==> src/rtl/pulp_cluster_dma_seq32_if.sv <==
// DMA bundle between the copy sequencer and the ESP DMA engine:
// read/write control requests plus the read and write data channels.
interface pulp_cluster_dma_seq32_if;
    logic        read_ctrl_valid;
    logic        read_ctrl_ready;
    logic [31:0] read_ctrl_data_index;
    logic [31:0] read_ctrl_data_length;
    logic [2:0]  read_ctrl_data_size;
    logic        read_chnl_valid;
    logic        read_chnl_ready;
    logic [31:0] read_chnl_data;
    logic        write_ctrl_valid;
    logic        write_ctrl_ready;
    logic [31:0] write_ctrl_data_index;
    logic [31:0] write_ctrl_data_length;
    logic [2:0]  write_ctrl_data_size;
    logic        write_chnl_valid;
    logic        write_chnl_ready;
    logic [31:0] write_chnl_data;

    modport master (
        output read_ctrl_valid, read_ctrl_data_index, read_ctrl_data_length, read_ctrl_data_size,
        input  read_ctrl_ready,
        input  read_chnl_valid, read_chnl_data,
        output read_chnl_ready,
        output write_ctrl_valid, write_ctrl_data_index, write_ctrl_data_length,
        output write_ctrl_data_size,
        input  write_ctrl_ready,
        output write_chnl_valid, write_chnl_data,
        input  write_chnl_ready
    );

    modport slave (
        input  read_ctrl_valid, read_ctrl_data_index, read_ctrl_data_length, read_ctrl_data_size,
        output read_ctrl_ready,
        output read_chnl_valid, read_chnl_data,
        input  read_chnl_ready,
        input  write_ctrl_valid, write_ctrl_data_index, write_ctrl_data_length,
        input  write_ctrl_data_size,
        output write_ctrl_ready,
        input  write_chnl_valid, write_chnl_data,
        output write_chnl_ready
    );
endinterface

==> src/rtl/pulp_cluster_dma_seq32.sv <==
// Chunked memory-to-memory copy sequencer for the 32-bit ESP DMA port: reads up to CHUNK
// words into a local buffer, writes them back at the destination, repeats until done.
module pulp_cluster_dma_seq32 #(
    parameter int unsigned CHUNK = 16,
    parameter int unsigned CW    = 4
) (
    input  logic                            clk,
    input  logic                            rst,
    input  logic [31:0]                     conf_info_reg1,
    input  logic [31:0]                     conf_info_reg2,
    input  logic [31:0]                     conf_info_reg3,
    input  logic                            conf_done,
    output logic                            acc_done,
    output logic [31:0]                     debug,
    pulp_cluster_dma_seq32_if.master        dma
);

    typedef enum logic [2:0] {
        StIdle   = 3'd0,
        StRdReq  = 3'd1,
        StRdData = 3'd2,
        StWrReq  = 3'd3,
        StWrData = 3'd4,
        StDone   = 3'd5
    } state_e;

    localparam logic [CW:0] One = (CW + 1)'(1);

    state_e      state_q, state_d;
    logic [31:0] src_q, src_d, dst_q, dst_d, rem_q, rem_d;
    logic [CW:0] cur_len_q, cur_len_d, wr_ptr_q, wr_ptr_d, rd_ptr_q, rd_ptr_d;
    logic [15:0] chunk_cnt_q, chunk_cnt_d;
    logic [31:0] mem_q [CHUNK];
    logic [CW:0] req_len;
    logic        rd_beat;

    assign req_len = (rem_q >= CHUNK) ? (CW + 1)'(CHUNK) : rem_q[CW:0];
    assign rd_beat = (state_q == StRdData) && (wr_ptr_q < cur_len_q) && dma.read_chnl_valid;

    always_ff @(posedge clk) begin
        if (rst) begin
            state_q     <= StIdle;
            src_q       <= '0;
            dst_q       <= '0;
            rem_q       <= '0;
            cur_len_q   <= '0;
            wr_ptr_q    <= '0;
            rd_ptr_q    <= '0;
            chunk_cnt_q <= '0;
        end else begin
            state_q     <= state_d;
            src_q       <= src_d;
            dst_q       <= dst_d;
            rem_q       <= rem_d;
            cur_len_q   <= cur_len_d;
            wr_ptr_q    <= wr_ptr_d;
            rd_ptr_q    <= rd_ptr_d;
            chunk_cnt_q <= chunk_cnt_d;
        end
    end

    // Staging buffer is deliberately not reset.
    always_ff @(posedge clk) begin
        if (rd_beat && !rst) begin
            mem_q[wr_ptr_q[CW-1:0]] <= dma.read_chnl_data;
        end
    end

    always_comb begin
        state_d     = state_q;
        src_d       = src_q;
        dst_d       = dst_q;
        rem_d       = rem_q;
        cur_len_d   = cur_len_q;
        wr_ptr_d    = wr_ptr_q;
        rd_ptr_d    = rd_ptr_q;
        chunk_cnt_d = chunk_cnt_q;

        acc_done                   = 1'b0;
        dma.read_ctrl_valid        = 1'b0;
        dma.read_ctrl_data_index   = '0;
        dma.read_ctrl_data_length  = '0;
        dma.read_ctrl_data_size    = 3'b010;
        dma.read_chnl_ready        = 1'b0;
        dma.write_ctrl_valid       = 1'b0;
        dma.write_ctrl_data_index  = '0;
        dma.write_ctrl_data_length = '0;
        dma.write_ctrl_data_size   = 3'b010;
        dma.write_chnl_valid       = 1'b0;
        dma.write_chnl_data        = '0;

        unique case (state_q)
            StIdle: begin
                if (conf_done) begin
                    src_d       = conf_info_reg1;
                    dst_d       = conf_info_reg2;
                    rem_d       = conf_info_reg3;
                    chunk_cnt_d = '0;
                    state_d     = (conf_info_reg3 == 32'd0) ? StDone : StRdReq;
                end
            end
            StRdReq: begin
                dma.read_ctrl_valid       = 1'b1;
                dma.read_ctrl_data_index  = src_q;
                dma.read_ctrl_data_length = 32'(req_len);
                if (dma.read_ctrl_ready) begin
                    cur_len_d = req_len;
                    wr_ptr_d  = '0;
                    state_d   = StRdData;
                end
            end
            StRdData: begin
                dma.read_chnl_ready = (wr_ptr_q < cur_len_q);
                if (rd_beat) begin
                    wr_ptr_d = wr_ptr_q + One;
                    if (wr_ptr_q + One == cur_len_q) begin
                        state_d = StWrReq;
                    end
                end
            end
            StWrReq: begin
                dma.write_ctrl_valid       = 1'b1;
                dma.write_ctrl_data_index  = dst_q;
                dma.write_ctrl_data_length = 32'(cur_len_q);
                if (dma.write_ctrl_ready) begin
                    rd_ptr_d = '0;
                    state_d  = StWrData;
                end
            end
            StWrData: begin
                dma.write_chnl_valid = 1'b1;
                dma.write_chnl_data  = mem_q[rd_ptr_q[CW-1:0]];
                if (dma.write_chnl_ready) begin
                    rd_ptr_d = rd_ptr_q + One;
                    if (rd_ptr_q == cur_len_q - One) begin
                        src_d       = src_q + 32'(cur_len_q);
                        dst_d       = dst_q + 32'(cur_len_q);
                        rem_d       = rem_q - 32'(cur_len_q);
                        chunk_cnt_d = chunk_cnt_q + 16'd1;
                        state_d     = (rem_q == 32'(cur_len_q)) ? StDone : StRdReq;
                    end
                end
            end
            StDone: begin
                acc_done = 1'b1;
                state_d  = StIdle;
            end
            default: state_d = StIdle;
        endcase
    end

    assign debug = {state_q, 13'd0, chunk_cnt_q};

endmodule

==> src/flat_wrapper.sv <==
// flat-port wrapper written by rule: the top's interface ports become plain ports
module pulp_cluster_dma_seq32_flat 
#(
    parameter int unsigned CHUNK = 16,
    parameter int unsigned CW    = 4
)
  (clk, rst, conf_info_reg1, conf_info_reg2, conf_info_reg3, conf_done, acc_done, debug, dma_read_ctrl_valid, dma_read_ctrl_data_index, dma_read_ctrl_data_length, dma_read_ctrl_data_size, dma_read_ctrl_ready, dma_read_chnl_valid, dma_read_chnl_data, dma_read_chnl_ready, dma_write_ctrl_valid, dma_write_ctrl_data_index, dma_write_ctrl_data_length, dma_write_ctrl_data_size, dma_write_ctrl_ready, dma_write_chnl_valid, dma_write_chnl_data, dma_write_chnl_ready);
  pulp_cluster_dma_seq32_if dma_i ();
  input  logic clk;
  input  logic rst;
  input  logic [31:0] conf_info_reg1;
  input  logic [31:0] conf_info_reg2;
  input  logic [31:0] conf_info_reg3;
  input  logic conf_done;
  output logic acc_done;
  output logic [31:0] debug;
  output wire logic [$bits(dma_i.read_ctrl_valid)-1:0] dma_read_ctrl_valid;
  output wire logic [$bits(dma_i.read_ctrl_data_index)-1:0] dma_read_ctrl_data_index;
  output wire logic [$bits(dma_i.read_ctrl_data_length)-1:0] dma_read_ctrl_data_length;
  output wire logic [$bits(dma_i.read_ctrl_data_size)-1:0] dma_read_ctrl_data_size;
  input wire logic [$bits(dma_i.read_ctrl_ready)-1:0] dma_read_ctrl_ready;
  input wire logic [$bits(dma_i.read_chnl_valid)-1:0] dma_read_chnl_valid;
  input wire logic [$bits(dma_i.read_chnl_data)-1:0] dma_read_chnl_data;
  output wire logic [$bits(dma_i.read_chnl_ready)-1:0] dma_read_chnl_ready;
  output wire logic [$bits(dma_i.write_ctrl_valid)-1:0] dma_write_ctrl_valid;
  output wire logic [$bits(dma_i.write_ctrl_data_index)-1:0] dma_write_ctrl_data_index;
  output wire logic [$bits(dma_i.write_ctrl_data_length)-1:0] dma_write_ctrl_data_length;
  output wire logic [$bits(dma_i.write_ctrl_data_size)-1:0] dma_write_ctrl_data_size;
  input wire logic [$bits(dma_i.write_ctrl_ready)-1:0] dma_write_ctrl_ready;
  output wire logic [$bits(dma_i.write_chnl_valid)-1:0] dma_write_chnl_valid;
  output wire logic [$bits(dma_i.write_chnl_data)-1:0] dma_write_chnl_data;
  input wire logic [$bits(dma_i.write_chnl_ready)-1:0] dma_write_chnl_ready;
  assign dma_read_ctrl_valid = dma_i.read_ctrl_valid;
  assign dma_read_ctrl_data_index = dma_i.read_ctrl_data_index;
  assign dma_read_ctrl_data_length = dma_i.read_ctrl_data_length;
  assign dma_read_ctrl_data_size = dma_i.read_ctrl_data_size;
  assign dma_i.read_ctrl_ready = dma_read_ctrl_ready;
  assign dma_i.read_chnl_valid = dma_read_chnl_valid;
  assign dma_i.read_chnl_data = dma_read_chnl_data;
  assign dma_read_chnl_ready = dma_i.read_chnl_ready;
  assign dma_write_ctrl_valid = dma_i.write_ctrl_valid;
  assign dma_write_ctrl_data_index = dma_i.write_ctrl_data_index;
  assign dma_write_ctrl_data_length = dma_i.write_ctrl_data_length;
  assign dma_write_ctrl_data_size = dma_i.write_ctrl_data_size;
  assign dma_i.write_ctrl_ready = dma_write_ctrl_ready;
  assign dma_write_chnl_valid = dma_i.write_chnl_valid;
  assign dma_write_chnl_data = dma_i.write_chnl_data;
  assign dma_i.write_chnl_ready = dma_write_chnl_ready;
  pulp_cluster_dma_seq32 #(.CHUNK(CHUNK), .CW(CW)) u_core (.clk(clk), .rst(rst), .conf_info_reg1(conf_info_reg1), .conf_info_reg2(conf_info_reg2), .conf_info_reg3(conf_info_reg3), .conf_done(conf_done), .acc_done(acc_done), .debug(debug), .dma(dma_i));
endmodule
==> config.mk <==
export PLATFORM = sky130hd
export DESIGN_NAME = pulp_cluster_dma_seq32_flat
export DESIGN_NICKNAME = d
export VERILOG_FILES = /design/src/rtl/pulp_cluster_dma_seq32_if.sv /design/src/rtl/pulp_cluster_dma_seq32.sv /design/src/flat_wrapper.sv
export SDC_FILE = /design/constraint.sdc
export NUM_CORES = 1
export LEC_CHECK = 0
export ABC_CLOCK_PERIOD_IN_PS = 4800
export CORE_ASPECT_RATIO = 1.5
export CORE_MARGIN = 10
export CORE_UTILIZATION = 58
export CTS_BUF_LIST = sky130_fd_sc_hd__clkbuf_4
export CTS_CLUSTER_DIAMETER = 150
export CTS_CLUSTER_SIZE = 28
export DETAILED_ROUTE_END_ITERATION = 10
export GPL_TIMING_DRIVEN = 0
export MAX_ROUTING_LAYER = met4
export PLACE_DENSITY = 0.93
export RECOVER_POWER = 25
export SLEW_MARGIN = 30
export SYNTH_ARGS = -nofsm -noshare
export SYNTH_HDL_FRONTEND = slang
export SYNTH_SLANG_ARGS = --single-unit
==> constraint.sdc <==
create_clock -name clk -period 4.8 [get_ports clk]
set_clock_uncertainty 0.1 [all_clocks]
set_input_delay 1.2 -clock clk [delete_from_list [all_inputs] [get_ports clk]]
set_output_delay 1.2 -clock clk [all_outputs]
set_load 0.02 [all_outputs]
After elaboration in Yosys (flattened, before gate mapping):

Memory sizes are Yosys's and may differ from the RTL's. A register that Yosys moved wholly into a read port is not among the register bits.
Index checks and enable logic that the tools add are counted.

* memory bits (writable): 512
* memories kept: 1
* register bits after elaboration: 130
* input bits: 135
* output and inout port bits: 203
* word-level logic and storage cells: 94

* reduce and logical (&&, ||, !) cells: 14
* multiplexer cells: 47
* eq/ne operators: 15
* order comparisons: 2
* $add $sub $neg: 7

Memories
* u_core.mem_q: words 16, width 32, rd ports 1, clocked after Yosys merged registers in 1, write ports 1, line pulp_cluster_dma_seq32.sv:33 `logic [31:0] mem_q [CHUNK];`

Operators by type and width (count)
* $mux 32: 12
* $pmux 32 s2: 3
* $add 32x5->32: 2
* $mux 16: 3
* $mux 5: 7
* $eq 32x5->1: 1
* $ge 32x5->1 const B: 1
* $logic_not 32->1: 1
* $pmux 16 s2: 1
* $sub 32x5->32: 1
* $mux 3: 9
* $pmux 5 s2: 2
* $add 16x1->16 const B: 1
* $pmux 3 s5: 1
* $add 5x1->5 const B: 2
* $eq 5x5->1: 2
* $ne 2x2->1 const B: 5
* $mux 4: 2
* $mux 1: 7
* $reduce_and 7->1: 1
* $eq 3x2->1 const B: 2
* $eq 3x3->1 const B: 2
* $reduce_and 3->1: 2
* $reduce_bool 2->1: 3
* other kinds (9): 12

Depth between registers and ports, before layout:

* word-level depth: 6
* depth in mapped cells: 11
* mapped depth without buffers: 9

Worst setup path after synthesis:

Ideal clock, no wire load.

* path kind: reg2reg
* start point: reg u_core.state_q[1]
* end point: mem u_core.mem_q[4][0] (enable)
* setup time: 461 ps
* period minus slack after synthesis: 4530 ps
* stages on the path, launching flop included: 5
* path slack: 270 ps
* path buffers: 1
* arrival: 3969 ps
* data required time: 4239 ps
* cell sequence: dfxtp_1 > clkbuf_1 > nor3b_1 > nand4b_1 > nor3_1

* cells in the longest elaborated chain, start to end: 6

RTL lines
* from (decl): line pulp_cluster_dma_seq32.sv:29 `state_e state_q, state_d;`
* from (signal assigned): line pulp_cluster_dma_seq32.sv:42 `state_q <= StIdle;`
* from (signal assigned): line pulp_cluster_dma_seq32.sv:51 `state_q <= state_d;`
* $eq 3x2->1: line pulp_cluster_dma_seq32.sv:38 `assign rd_beat = (state_q == StRdData) && (wr_ptr_q < cur_len_q) && dma.read_chnl_valid;`
* $logic_and 1x1->1 (2 in series): line pulp_cluster_dma_seq32.sv:38
* $logic_and 1x1->1: line pulp_cluster_dma_seq32.sv:64 `if (rd_beat && !rst) begin`
* $mux 1: line pulp_cluster_dma_seq32.sv:64
* $mux 1 (not written as such): line pulp_cluster_dma_seq32.sv:65 `mem_q[wr_ptr_q[CW-1:0]] <= dma.read_chnl_data;`
* to (decl): line pulp_cluster_dma_seq32.sv:33

No other way between the ends.

Worst setup path in the final report:

* start point: reg u_core.rem_q[5]
* end point: out dma_read_ctrl_data_length[1]

* cells in the longest elaborated chain, start to end: 3

RTL lines
* from (decl): line pulp_cluster_dma_seq32.sv:30 `logic [31:0] src_q, src_d, dst_q, dst_d, rem_q, rem_d;`
* from (signal assigned): line pulp_cluster_dma_seq32.sv:54 `rem_q <= rem_d;`
* $ge 32x5->1: line pulp_cluster_dma_seq32.sv:37 `assign req_len = (rem_q >= CHUNK) ? (CW + 1)'(CHUNK) : rem_q[CW:0];`
* $mux 5: line pulp_cluster_dma_seq32.sv:37
* $mux 5: line pulp_cluster_dma_seq32.sv:92 `unique case (state_q)`
* to (decl): line flat_wrapper.sv:19 `output wire logic [$bits(dma_i.read_ctrl_data_length)-1:0] dma_read_ctrl_data_length;`

No other way between the ends.

==> metrics <==
ys async rst share 0%; Final Core Density 69.3%; fmax 209 MHz; Synth Area in Compound Gates 9.42%; dominant synthesized flop cell edfxtp_1; fin. max-slew vios 0; # setup viols final 0; syn_area_per_cell 14.1 µm²; Placed Instance Area 33,600 µm²; post-synth top area share 53.1%; first-pass GRT wire length 147 mm; PD cells 311 nW/µm²; clock power share 19.2%; PortBufs 264; share of post-route cells with drive strength above 1 17.9%; area share of xor/xnor cells in the synthesized design 0.786%; post-route design area 34,300 µm²; die width 203 µm; sw frac 30.7%; Die Ht 294 µm; CP endpoint kind output port; pin count of the biggest net entering global routing 30; nets 2,628; mapped cell area 29,000 µm²; Syn Inst Count 2,058; vias in the first global route 21,300; Worst Tran Pin Value 1110 ps; Sink Count 646; Yosys reg bits 646; Detailed Place HPWL 74.9 mm; Logic pwr share 20.3%; post-synthesis mux area share 12.5%; total CTS buffers 27; Worst EP required 3500 ps; Sw Pwr 3.28 mW; Setup crit start kind flip-flop; final hold viol count 0; Peak supply drop 0.000386 V; antenna violations before repair 9; die area 59,500 µm²; Seq pwr share 60.5%; GP Congestion 1.04; fin crit share 99.6%; via count 21,000; total gr overflow 0; RSZ-0062 raised after global routing yes; drt total wl 103 mm; cts-stage hold buffer count 0; clock latency at the later pin of the worst-skew pair 950 ps; Tot GR Track Use 34.9%; synthesis-to-finish area growth 18.5%; Hold Crit Depth 2; post-route minimum period 4780 ps; post-synth top area cell edfxtp_1; Int Power 7.40 mW; Synth Area in Adders 1.37%; io pins 338; DR WL/cell 32.8 µm; clock transition at the registers of the reported paths 320 ps; Root Driver clkbuf_4; Leakage 11.3 nW; number of synthesized flops with an enable pin 512; reg2reg path depth 9; register area share after synthesis 62.3%; post-synthesis cell type count 78; DR DRC count 0; Ys Warns 0; worst hold path class flip-flop to flip-flop; slew margin rel. 25.7%; ANT nets after route 0; post-synthesis simple-gate area fraction 9.48%; CTS tree yes; CTS H-tree lvls 1; largest family of logic cells by synthesized area multiplexers; Critical Path AT 3480 ps; Synth area leaders edfxtp_1 (53%), mux4_2 (12%), dfxtp_1 (9.3%), and2_1 (2.2%), buf_4 (1.9%); DR vias/cell 6.67; number of DRC markers in iteration 0 2,461; Core Rows 100; Core ar. 49,500 µm²; CP max FO 7; drt pass-1 iters 6; Max Root-Sink Buffers 3; crit path kind flip-flop to output port; Max Cap Viol 0; initial core utilization 58.5%; outcome finished, final reports clean
-- metal layers --
| metal | share of wire [%] | vias to the layer above | global-route usage [%] | wire [µm] |
|---|---|---|---|---|
| met1 | 33 | 10300 | 38.4 | 34300 |
| li1 | - | 8667 | - | - |
| met5 | 0 | - | - | 0 |
| met2 | 50 | 1659 | 58.6 | 52200 |
| met4 | 6.7 | 0 | 20.2 | 6900 |
| met3 | 9.6 | 412 | 6.51 | 9930 |
-- Yosys cell counts (7+ instances only) --
library cell,number
xor2_1,15
and3_1,9
o22ai_1,19
dfxtp_1,134
nand4_1,17
a31oi_1,12
a311oi_1,8
and2_1,101
buf_4,73
edfxtp_1,512
buf_1,17
xnor2_1,11
o211ai_1,8
nand3_1,38
buf_2,12
or4_1,7
nor4_1,23
a21o_1,10
nand2_1,142
a31o_2,7
or3_1,8
nor2b_1,14
a21oi_1,107
nor2_1,105
o41ai_1,10
ha_1,27
inv_1,33
nor3_1,41
clkbuf_1,104
mux4_2,160
a211oi_1,50
o2111ai_1,7
o21a_1,17
o31ai_1,18
o21ai_0,81
-- worst paths after layout --
kind / end / from / slack (ps)
worst max-delay path: dma_read_ctrl_data_length[1] / u_core.rem_q[5] / 20
worst min-delay path: u_core.rem_q[7] / u_core.rem_q[7] / 400
worst min register to register: u_core.rem_q[7] / u_core.rem_q[7] / 400
worst max register to register: u_core.rem_q[14] / u_core.cur_len_q[0] / 710
-- layout make-up --
| type | count | area (µm²) |
|---|---|---|
| fill | 3304 | 15200 |
| timing repair buffer | 311 | 3400 |
| sequential | 646 | 18100 |
| multi-input combinational | 1243 | 10200 |
| tap | 663 | 830 |
| clock buffer | 48 | 360 |
| clock inverter | 1 | 30.0 |
| antenna | 8 | 20.0 |
| buffer | 201 | 1340 |
| inverter | 33 | 131 |
-- kinds of logic (layout without fill, tap and decap cells) --
kind of cell,Yosys count,in the layout
DFF,646,646
and+or+nand+nor,540,540
AOI/OAI and AO/OA,412,412
buffers and inverters,240,594
muxes,162,162
adders and majority gates,30,30
xor gates and xnor gates,26,26
other,2,81
-- timing repair --
| action | 4_1_cts | 5_1_grt |
|---|---|---|
| gates resized for setup | 176 | 11 |
| setup endpoints to repair | 79 | 6 |
| pin swaps | 0 | 1 |
| buffers inserted | 3 | 2 |
| hold endpoints to repair | 0 | 0 |
-- critical path, cell delays in order (launching register included) --
cell and delay (ps):
dfxtp_4 440, or3_1 360, clkbuf_2 170, or3_4 430
or4b_4 630, nor3_4 210, clkdlybuf4s15_2 300
-- registers in the layout, summed over array words and instances, names as in the netlist, named ones only --
signal	count
u_core.mem_q	512
u_core.state_q	3
u_core.chunk_cnt_q	16
u_core.wr_ptr_q	5
u_core.rem_q	32
u_core.rd_ptr_q	5
u_core.dst_q	32
u_core.cur_len_q	5
u_core.src_q	32
-- cells in the final DEF (no fill, tap or decap), types with 9 or more instances in the layout --
master           synthesis  final
nor2_1                 105     92
o21ai_0                 81     80
buf_8                    0     10
edfxtp_1               512    512
nor2_4                   0     12
and3_1                   9      9
o21a_1                  17     17
ha_1                    27     27
a21o_1                  10     10
xnor2_1                 11     11
o22ai_1                 19     19
clkbuf_2                 1     12
dlygate4sd3_1            0     25
nor4_1                  23     21
nand3_1                 38     38
buf_16                   0     23
buf_4                   73     97
clkdlybuf4s50_1          0    201
a21oi_1                107    107
dfxtp_1                134    127
buf_2                   12     15
mux4_2                 160    160
and2_1                 101    101
a31oi_1                 12     12
nand4_1                 17     17
nand2_1                142    141
clkbuf_1               104     70
o41ai_1                 10     10
conb_1                   2     73
clkbuf_4                 0     60
dlygate4sd2_1            0     33
inv_1                   33     31
nor2b_1                 14     14
nor3_1                  41     35
o31ai_1                 18     18
xor2_1                  15     15
a211oi_1                50     50
-- stage by stage --
stage,std cells,hold WS [ps],TNS (ps),setup slack [ps],power [mW]
detailed placement,3098,369,-7750,-482,8.60
floorplan,2129,348,0,270,7.67
finish,3154,400,0,17.3,10.7
global placement,3056,362,-779480,-2640,8.54
CTS,3145,397,0,13.3,10.5
global route,3152,408,-29.3,-16.5,10.9
-- power groups by stage --
stage,Sequential [mW],Clock [mW],Combinational [mW]
final,6.47,2.05,2.16
after global routing,6.48,2.20,2.26
after CTS,6.44,2.04,2.06
after detailed placement,6.55,0,2.05
after global placement,6.54,0,2.00
after floorplan,6.47,0,1.20
No activity file was read; power rests on OpenSTA's default activity.
